==> config.mk <==
export PLATFORM = sky130hd
export DESIGN_NAME = dmem_arbiter_flat
export DESIGN_NICKNAME = d
export VERILOG_FILES = /design/src/rtl/dmem_arbiter_if.sv /design/src/rtl/dmem_arbiter.sv /design/src/flat_wrapper.sv
export SDC_FILE = /design/constraint.sdc
export NUM_CORES = 1
export LEC_CHECK = 0
export BUFFER_PORTS_ARGS = -buffer_cell sky130_fd_sc_hd__buf_4
export CAP_MARGIN = 15
export CORE_AREA = 2 2 191 193
export CTS_BUF_LIST = sky130_fd_sc_hd__clkbuf_16
export CTS_CLUSTER_DIAMETER = 30
export DETAILED_ROUTE_END_ITERATION = 8
export DIE_AREA = 0 0 193 195
export PLACE_DENSITY = 0.42
export SLEW_MARGIN = 20
export SYNTH_ARGS = -nofsm -noshare
export SYNTH_HDL_FRONTEND = slang
export SYNTH_SLANG_ARGS = --single-unit
==> constraint.sdc <==
create_clock -name clk -period 2 [get_ports clk]
set_input_delay 0.2 -clock clk [delete_from_list [all_inputs] [get_ports clk]]
set_output_delay 0.2 -clock clk [all_outputs]
set_load 0.05 [all_outputs]
==> src/rtl/dmem_arbiter_if.sv <==
// rtl/dmem_arbiter_if.sv - CPU, debug and data_mem signal bundle for dmem_arbiter
interface dmem_arbiter_if #(
  parameter int ADDR_W = 32,
  parameter int DATA_W = 64
);
  logic              cpu_req;
  logic              cpu_we;
  logic [ADDR_W-1:0] cpu_addr;
  logic [DATA_W-1:0] cpu_wdata;
  logic              cpu_gnt;
  logic [DATA_W-1:0] cpu_rdata;
  logic              cpu_stall;
  logic              dbg_req;
  logic              dbg_we;
  logic              dbg_lock;
  logic [ADDR_W-1:0] dbg_addr;
  logic [DATA_W-1:0] dbg_wdata;
  logic              dbg_gnt;
  logic [DATA_W-1:0] dbg_rdata;
  logic [ADDR_W-1:0] mem_addr;
  logic [DATA_W-1:0] mem_wr_data;
  logic              mem_wr_enable;
  logic [DATA_W-1:0] mem_rd_data;
  logic [1:0]        owner;

  modport slave (
    input  cpu_req, cpu_we, cpu_addr, cpu_wdata,
    output cpu_gnt, cpu_rdata, cpu_stall,
    input  dbg_req, dbg_we, dbg_lock, dbg_addr, dbg_wdata,
    output dbg_gnt, dbg_rdata,
    output mem_addr, mem_wr_data, mem_wr_enable,
    input  mem_rd_data,
    output owner
  );

  modport master (
    output cpu_req, cpu_we, cpu_addr, cpu_wdata,
    input  cpu_gnt, cpu_rdata, cpu_stall,
    output dbg_req, dbg_we, dbg_lock, dbg_addr, dbg_wdata,
    input  dbg_gnt, dbg_rdata,
    input  mem_addr, mem_wr_data, mem_wr_enable,
    output mem_rd_data,
    input  owner
  );
endinterface

==> src/rtl/dmem_arbiter.sv <==
// rtl/dmem_arbiter.sv - data_mem port arbiter: CPU priority, debug anti-starvation and bounded lock bursts
module dmem_arbiter #(
  parameter int STARVE_LIMIT = 4,
  parameter int LOCK_MAX     = 16
) (
  input logic          clk,
  input logic          rst,
  dmem_arbiter_if.slave bus
);
  localparam int SW = $clog2(STARVE_LIMIT + 1);
  localparam int LW = $clog2(LOCK_MAX + 1);
  localparam logic [SW-1:0] STARVE_TOP = SW'(STARVE_LIMIT);
  localparam logic [LW-1:0] LOCK_TOP   = LW'(LOCK_MAX);

  typedef enum logic [1:0] {NORMAL, LOCK, CPU_SLOT} state_t;

  state_t        state;
  logic [SW-1:0] starve_cnt;
  logic [LW-1:0] lock_cnt;
  logic          cpu_win;
  logic          dbg_win;
  logic          held;

  // Grants are combinational so the granted access completes in the request cycle.
  always_comb begin
    cpu_win = 1'b0;
    dbg_win = 1'b0;
    held    = 1'b0;
    if (rst) begin
      case (state)
        NORMAL: begin
          if (bus.dbg_req && (!bus.cpu_req || starve_cnt == STARVE_TOP))
            dbg_win = 1'b1;
          else if (bus.cpu_req)
            cpu_win = 1'b1;
        end
        LOCK: begin
          held    = 1'b1;
          dbg_win = bus.dbg_req;
        end
        CPU_SLOT: cpu_win = bus.cpu_req;
        default: ;
      endcase
    end
  end

  assign bus.cpu_gnt       = cpu_win;
  assign bus.dbg_gnt       = dbg_win;
  assign bus.cpu_stall     = rst & bus.cpu_req & ~cpu_win;
  assign bus.owner         = cpu_win ? 2'b01 : ((dbg_win || held) ? 2'b10 : 2'b00);
  assign bus.mem_addr      = cpu_win ? bus.cpu_addr  : (dbg_win ? bus.dbg_addr  : '0);
  assign bus.mem_wr_data   = cpu_win ? bus.cpu_wdata : (dbg_win ? bus.dbg_wdata : '0);
  assign bus.mem_wr_enable = (cpu_win & bus.cpu_we) | (dbg_win & bus.dbg_we);
  assign bus.cpu_rdata     = (cpu_win && !bus.cpu_we) ? bus.mem_rd_data : '0;
  assign bus.dbg_rdata     = (dbg_win && !bus.dbg_we) ? bus.mem_rd_data : '0;

  always_ff @(posedge clk) begin
    if (!rst) begin
      state      <= NORMAL;
      starve_cnt <= '0;
      lock_cnt   <= '0;
    end else begin
      if (bus.dbg_req && !dbg_win)
        starve_cnt <= (starve_cnt == STARVE_TOP) ? starve_cnt : starve_cnt + 1'b1;
      else
        starve_cnt <= '0;

      case (state)
        NORMAL: begin
          if (dbg_win && bus.dbg_lock) begin
            state    <= LOCK;
            lock_cnt <= LW'(1);
          end
        end
        LOCK: begin
          // Burst length bound wins over a still-asserted lock.
          if (lock_cnt == LOCK_TOP) begin
            state <= CPU_SLOT;
          end else if (!bus.dbg_lock) begin
            state    <= NORMAL;
            lock_cnt <= '0;
          end else begin
            lock_cnt <= lock_cnt + 1'b1;
          end
        end
        CPU_SLOT: begin
          state    <= NORMAL;
          lock_cnt <= '0;
        end
        default: begin
          state    <= NORMAL;
          lock_cnt <= '0;
        end
      endcase
    end
  end
endmodule

==> src/flat_wrapper.sv <==
// flat-port wrapper written by rule: the top's interface ports become plain ports
module dmem_arbiter_flat 
#(
  parameter int STARVE_LIMIT = 4,
  parameter int LOCK_MAX     = 16
)
  (clk, rst, bus_cpu_req, bus_cpu_we, bus_cpu_addr, bus_cpu_wdata, bus_cpu_gnt, bus_cpu_rdata, bus_cpu_stall, bus_dbg_req, bus_dbg_we, bus_dbg_lock, bus_dbg_addr, bus_dbg_wdata, bus_dbg_gnt, bus_dbg_rdata, bus_mem_addr, bus_mem_wr_data, bus_mem_wr_enable, bus_mem_rd_data, bus_owner);
  dmem_arbiter_if #(.ADDR_W(32), .DATA_W(64)) bus_i ();
  input logic clk;
  input logic rst;
  input wire logic [$bits(bus_i.cpu_req)-1:0] bus_cpu_req;
  input wire logic [$bits(bus_i.cpu_we)-1:0] bus_cpu_we;
  input wire logic [$bits(bus_i.cpu_addr)-1:0] bus_cpu_addr;
  input wire logic [$bits(bus_i.cpu_wdata)-1:0] bus_cpu_wdata;
  output wire logic [$bits(bus_i.cpu_gnt)-1:0] bus_cpu_gnt;
  output wire logic [$bits(bus_i.cpu_rdata)-1:0] bus_cpu_rdata;
  output wire logic [$bits(bus_i.cpu_stall)-1:0] bus_cpu_stall;
  input wire logic [$bits(bus_i.dbg_req)-1:0] bus_dbg_req;
  input wire logic [$bits(bus_i.dbg_we)-1:0] bus_dbg_we;
  input wire logic [$bits(bus_i.dbg_lock)-1:0] bus_dbg_lock;
  input wire logic [$bits(bus_i.dbg_addr)-1:0] bus_dbg_addr;
  input wire logic [$bits(bus_i.dbg_wdata)-1:0] bus_dbg_wdata;
  output wire logic [$bits(bus_i.dbg_gnt)-1:0] bus_dbg_gnt;
  output wire logic [$bits(bus_i.dbg_rdata)-1:0] bus_dbg_rdata;
  output wire logic [$bits(bus_i.mem_addr)-1:0] bus_mem_addr;
  output wire logic [$bits(bus_i.mem_wr_data)-1:0] bus_mem_wr_data;
  output wire logic [$bits(bus_i.mem_wr_enable)-1:0] bus_mem_wr_enable;
  input wire logic [$bits(bus_i.mem_rd_data)-1:0] bus_mem_rd_data;
  output wire logic [$bits(bus_i.owner)-1:0] bus_owner;
  assign bus_i.cpu_req = bus_cpu_req;
  assign bus_i.cpu_we = bus_cpu_we;
  assign bus_i.cpu_addr = bus_cpu_addr;
  assign bus_i.cpu_wdata = bus_cpu_wdata;
  assign bus_cpu_gnt = bus_i.cpu_gnt;
  assign bus_cpu_rdata = bus_i.cpu_rdata;
  assign bus_cpu_stall = bus_i.cpu_stall;
  assign bus_i.dbg_req = bus_dbg_req;
  assign bus_i.dbg_we = bus_dbg_we;
  assign bus_i.dbg_lock = bus_dbg_lock;
  assign bus_i.dbg_addr = bus_dbg_addr;
  assign bus_i.dbg_wdata = bus_dbg_wdata;
  assign bus_dbg_gnt = bus_i.dbg_gnt;
  assign bus_dbg_rdata = bus_i.dbg_rdata;
  assign bus_mem_addr = bus_i.mem_addr;
  assign bus_mem_wr_data = bus_i.mem_wr_data;
  assign bus_mem_wr_enable = bus_i.mem_wr_enable;
  assign bus_i.mem_rd_data = bus_mem_rd_data;
  assign bus_owner = bus_i.owner;
  dmem_arbiter #(.STARVE_LIMIT(STARVE_LIMIT), .LOCK_MAX(LOCK_MAX)) u_core (.clk(clk), .rst(rst), .bus(bus_i));
endmodule
==> out/metrics.yaml, run 1 <==
finish:
  finalNetCount: 1112
  final_cell_count_no_fill: 1308
  design_area_um2: 9110
  area_growth_pct: 266
  drive_above_1_share: 0.814
placement:
  place_ws_ns: -0.0975
  dpl_cell_area_um2: 6830
  portBuffers: 492
  dp_cells: 1266
  hpwl_um: 21600
  place_congestion: 0.806
critical_path:
  cp.required_ns: 1.80
  reg2reg_depth: 6
  start_kind: "flop"
  cp.arrival_ns: 1.98
  worstSetupEndpointType: "output pin"
  path_max_fanout: 5
  crit_type: "flop to output pin"
clock_network:
  numCtsBuffers: 3
  clkTransAtPathRegs_ns: 0.04
  clock_latency_ns: 0.24
  cts_htree_levels: 1
  cts_sinks: 10
  ctsLongestPathBuffers: 2
  cts-root-buf: "clkbuf_16"
  cts_tree: "yes"
timing:
  rsz0062_at_grt: "true"
  fin_crit_ns: 2.18
  fmax_mhz: 459
  final.period_utilization: 1.09
  finalSetupTns_ns: -21.09
  relSlewSlack: 0.720
  tightestPinTransition_ns: 0.414
  hold_viol: 0
  clock-skew-final_ns: 0.00646
  setup_violations: 226
  hold_ws_ns: 0.238
  slew_violations: 0
  setup_ws_ns: -0.180
detailed_routing:
  firstDrtPassIters: 4
  drt_iter0_drc: 178
  routed_wl_um: 29200
  vias_per_cell: 3.74
  drc_errors: 0
  wl_per_cell_um: 22.4
  vias: 4891
  ant_nets: 0
pwr:
  swShare: 0.470
  ir_drop_uv: 307
  power.share.clock: 0.125
  power.switching_mw: 1.35
  combinationalPowerShare: 0.803
  p_per_area_nw_per_um2: 314
  p_leak_nw: 4.44
  p_int_mw: 1.52
  p_seq_frac: 0.072
synth:
  yosysMostFrequentCell: "and2_1"
  synthTopCellsByCount: "and2_1, a22o_1, clkbuf_1"
  synth.top_cell.area_share: 0.341
  ys_seq_elements: 10
  yosys_warnings: 0
  ys_types: 33
  synth.net_count: 601
  yosysTopAreaCell: "a22o_1"
  synth_edf_count: 0
  netlist_area_um2: 2490
  syn_avg_cell_area_um2: 7.45
  seq_area_frac_synth: 0.0804
  netlist_instances: 334
  synth_ff_type: "dfxtp_1"
  async_flop_share: 0
  synth.area.top_cells: "a22o_1, and2_1, dfxtp_1"
die:
  core_area_um2: 35400
  die_w_um: 193
  die_area_um2: 37600
  boundaryPins: 493
  dieHeight_um: 195
  rows: 69
  initial_core_util: 0.0703
status:
  violations: "negative setup slack"
  status: "finished with violations"
run:
  max_cap_violations: 0
hold_path:
  hold_path_class: "input pin to flop"
  hold_depth: 2
global_routing:
  grt_pass1_wl_um: 35100
  grt_usage: 0.132
  grtUsageMet1: 0.147
  grt_overflow_total: 0
  antenna_found_initial: 4
  grt_pass1_vias: 4923
  use_met3: 0.0358
  grtUsageMet2: 0.245
  top_usage_layer: "met2"
  grt_max_degree: 65
kinds of logic after synthesis:
kind of cell    share of synthesized area
xor+xnor                          0.00352
simple gates                        0.404
flops                              0.0804
buf+inv                             0.107
fa+ha+maj                          0.0201
compound gates                      0.381
mux                               0.00402
metal layers:
metal | routed length (um) | vias up
met1 | 10900 | 2274
li1 | - | 2233
met5 | 12 | -
met3 | 2740 | 32
met2 | 14800 | 350
met4 | 841 | 2
path summary, 6_finish.rpt:
kind / startpoint / to / slack (ns)
setup / recovery: u_core.starve_cnt[1]$_SDFFE_PN0N_ / bus_mem_addr[21] / -0.18
hold / removal: bus_dbg_lock / u_core.state[0]$_SDFFE_PN0P_ / 0.24
setup reg to reg: u_core.lock_cnt[0]$_SDFFE_PN0P_ / u_core.lock_cnt[0]$_SDFFE_PN0P_ / 0.39
hold reg to reg: u_core.lock_cnt[4]$_SDFFE_PN0P_ / u_core.lock_cnt[4]$_SDFFE_PN0P_ / 0.49
power by group through the flow:
stage	combinational (mW)	clock [mW]	sequential (mW)
finish	2.30	0.356	0.207
global route	2.37	0.386	0.207
detailed placement	1.84	0	0.210
CTS	2.16	0.365	0.207
global placement	1.84	0	0.210
floorplan	0.972	0	0.210
what timing repair did:
item                       CTS  global route
pin swaps                   53            32
resized for setup          293           146
setup endpoints to repair  227           227
gates cloned                11            10
hold buffers                 0             0
setup buffers               10             6
cells in the final DEF, fill, tap and decap left out, drive strengths merged, types with 6 or more instances in the layout:
cell    instances
a22o           97
and2          128
buf           536
clkbuf         10
dfxtp          10
inv             6
nand2           6
critical path, cell delays in order (launching register included):
cell and delay (ns):
dfxtp_2 0.31, inv_2 0.06, ha_4 0.15, nand2_4 0.06, a21o_4 0.23, nor2_4 0.13
buf_12 0.14, buf_12 0.14, clkbuf_16 0.17, a22o_2 0.19, buf_8 0.15
state kept, by name (all words and copies together), names as in the netlist:
signal             cells
u_core.lock_cnt        5
u_core.starve_cnt      3
u_core.state           2
stage by stage:
| step | power [mW] | utilization |
|---|---|---|
| global placement | 2.05 | 0.193 |
| detailed placement | 2.05 | 0.193 |
| floorplan | 1.18 | - |
| global route | 2.97 | 0.257 |
| CTS | 2.73 | 0.237 |
| finish | 2.86 | 0.257 |
cell type report:
cell class	count	area [um2]
inverters	6	22.5
diodes	3	7.51
clock buffers	3	75.1
well taps	461	577
fillers	3776	26300
clock inverters	1	3.75
multi-input cells	281	2480
flip-flops and latches	10	203
repair buffers	543	5740
(Power assumes the default switching activity.)
==> run 2, diff against run 1 <==
--- a/config.mk
+++ b/config.mk
@@ -13,6 +13,7 @@
 export DETAILED_ROUTE_END_ITERATION = 8
 export DIE_AREA = 0 0 193 195
 export PLACE_DENSITY = 0.42
+export SKIP_CTS_REPAIR_TIMING = 1
 export SLEW_MARGIN = 20
 export SYNTH_ARGS = -nofsm -noshare
 export SYNTH_HDL_FRONTEND = slang
==> run 2 against run 1 <==
Compared with the run above:
- the flow still finishes with violations (negative setup slack)
- maximum frequency decreased by 1.9%
- first-iteration DRC count down 8.4%
- highest routed layer unchanged
- routed wire length is 3.1% higher
- sequential cell count is the same
==> out/metrics.yaml, run 2 (synthesis results as in run 1) <==
detailed_routing:
  routed_wl_um: 30200
  vias_per_cell: 3.73
  ant_nets: 0
  drt_iter0_drc: 163
  wl_per_cell_um: 23.1
  firstDrtPassIters: 4
  vias: 4878
  drc_errors: 0
timing:
  slew_violations: 0
  fin_crit_ns: 2.22
  relSlewSlack: 0.718
  fmax_mhz: 450
  tightestPinTransition_ns: 0.418
  rsz0062_at_grt: "true"
  setup_ws_ns: -0.222
  setup_violations: 227
  clock-skew-final_ns: 0.00624
  final.period_utilization: 1.11
  hold_viol: 0
clock_network:
  numCtsBuffers: 3
  cts-root-buf: "clkbuf_16"
  cts_sinks: 10
  clock_latency_ns: 0.24
  cts_htree_levels: 1
  cts_tree: "yes"
  ctsLongestPathBuffers: 2
  clkTransAtPathRegs_ns: 0.04
critical_path:
  worstSetupEndpointType: "output pin"
  crit_type: "flop to output pin"
  reg2reg_depth: 6
  start_kind: "flop"
  reg2reg_slack_ns: 0.39
  r2r-start: "u_core.lock_cnt[0]$_SDFFE_PN0P_"
  cp.arrival_ns: 2.02
  path_max_fanout: 16
  cp.required_ns: 1.80
  r2r_end: "u_core.lock_cnt[0]$_SDFFE_PN0P_"
die:
  rows: 69
  die_area_um2: 37600
  initial_core_util: 0.0703
  boundaryPins: 493
  die_w_um: 193
  core_area_um2: 35400
  dieHeight_um: 195
placement:
  hpwl_um: 21600
  dp_cells: 1266
  portBuffers: 492
  place_congestion: 0.806
global_routing:
  antenna_found_initial: 3
  grt_pass1_wl_um: 31200
  grt_overflow_total: 0
  top_usage_layer: "met2"
  grt_pass1_vias: 4536
  grtUsageMet2: 0.208
  grtUsageMet1: 0.133
  grt_usage: 0.115
  grt_max_degree: 101
  use_met3: 0.0352
pwr:
  power.share.clock: 0.126
  p_leak_nw: 4.38
  p_seq_frac: 0.074
  combinationalPowerShare: 0.800
  swShare: 0.475
  p_per_area_nw_per_um2: 315
  p_int_mw: 1.48
  power.switching_mw: 1.34
  ir_drop_uv: 313
finish:
  finalNetCount: 1112
  drive_above_1_share: 0.821
  final_util: 0.253
  final_cell_count_no_fill: 1308
  largest_reg_flops: 5
  layout_commonest_cell: "buf_4"
  top_regs: "u_core.lock_cnt: 5 flops, u_core.starve_cnt: 3 flops, u_core.state: 2 flops"
  top_register: "u_core.lock_cnt"
  area_growth_pct: 259
  mostFrequentLayoutCells: "buf_4, buf_6, a22o_1"
status:
  violations: "negative setup slack"
  status: "finished with violations"
run:
  max_cap_violations: 0
hold_path:
  hold_path_class: "input pin to flop"
  min_to: "u_core.state[0]$_SDFFE_PN0P_"
  worstHoldStart: "bus_dbg_lock"
  hold_depth: 2
## run 2: changes by cell type in the layout (fill, tap and decap cells not counted), sizes merged
cell | previous run | this run
clkbuf | 10 | 18
buf | 536 | 528
## run 2: per-layer routing
metal  up-vias  routed length (um)
met1      2246               11100
met2       349               15600
met4         2                 597
met5         -                  12
li1       2237                   -
met3        44                2890
## run 2: power groups by stage
stage	clock, mW	sequential, mW	combinational, mW
after floorplan	0	0.210	0.972
after global placement	0	0.210	1.84
after detailed placement	0	0.210	1.84
after CTS	0.365	0.206	1.84
after global routing	0.386	0.207	2.32
final	0.355	0.207	2.25
## run 2: metrics by stage
step	TNS, ns	hold WS (ns)	power [mW]	cell area (um2)	setup slack (ns)
after global routing	-47.40	0.255	2.92	8940	-0.282
after global placement	-4.45	0.473	2.05	6830	-0.116
final	-32.07	0.235	2.81	8940	-0.222
after CTS	-47.06	0.239	2.41	6910	-0.360
after detailed placement	-3.52	0.489	2.05	6830	-0.0975
after floorplan	0	0.346	1.18	2590	0.00880
## run 2: critical path, cell delays in order (launching register included)
cell     delay (ns)
dfxtp_2        0.31
inv_2          0.06
ha_4           0.15
nand2_4        0.06
o311a_4        0.39
nor2b_4        0.14
buf_12         0.14
buf_12         0.15
and2_2         0.21
buf_6          0.15
## run 2: final cells by class
type | count | area [um2]
repair buffers | 543 | 5630
well taps | 461 | 577
fillers | 3786 | 26500
clock buffers | 3 | 75.1
clock inverters | 1 | 3.75
inverters | 6 | 22.5
diodes | 3 | 7.51
flip-flops and latches | 10 | 203
multi-input cells | 281 | 2420
## run 2: worst max path at each step
stage / cells after the start / slack [ns] / start / endpoint
finish: 9 / -0.22 / u_core.starve_cnt[1]$_SDFFE_PN0N_ / bus_cpu_rdata[12]
global route: 9 / -0.28 / u_core.starve_cnt[0]$_SDFFE_PN0N_ / bus_cpu_rdata[60]
CTS: 8 / -0.36 / u_core.starve_cnt[0]$_SDFFE_PN0N_ / bus_mem_addr[22]
detailed placement: 8 / -0.1 / u_core.starve_cnt[0]$_SDFFE_PN0N_ / bus_mem_addr[22]
global placement: 8 / -0.12 / u_core.starve_cnt[0]$_SDFFE_PN0N_ / bus_mem_addr[22]
floorplan: 7 / 0.009 / u_core.starve_cnt[0]$_SDFFE_PN0N_ / bus_cpu_stall
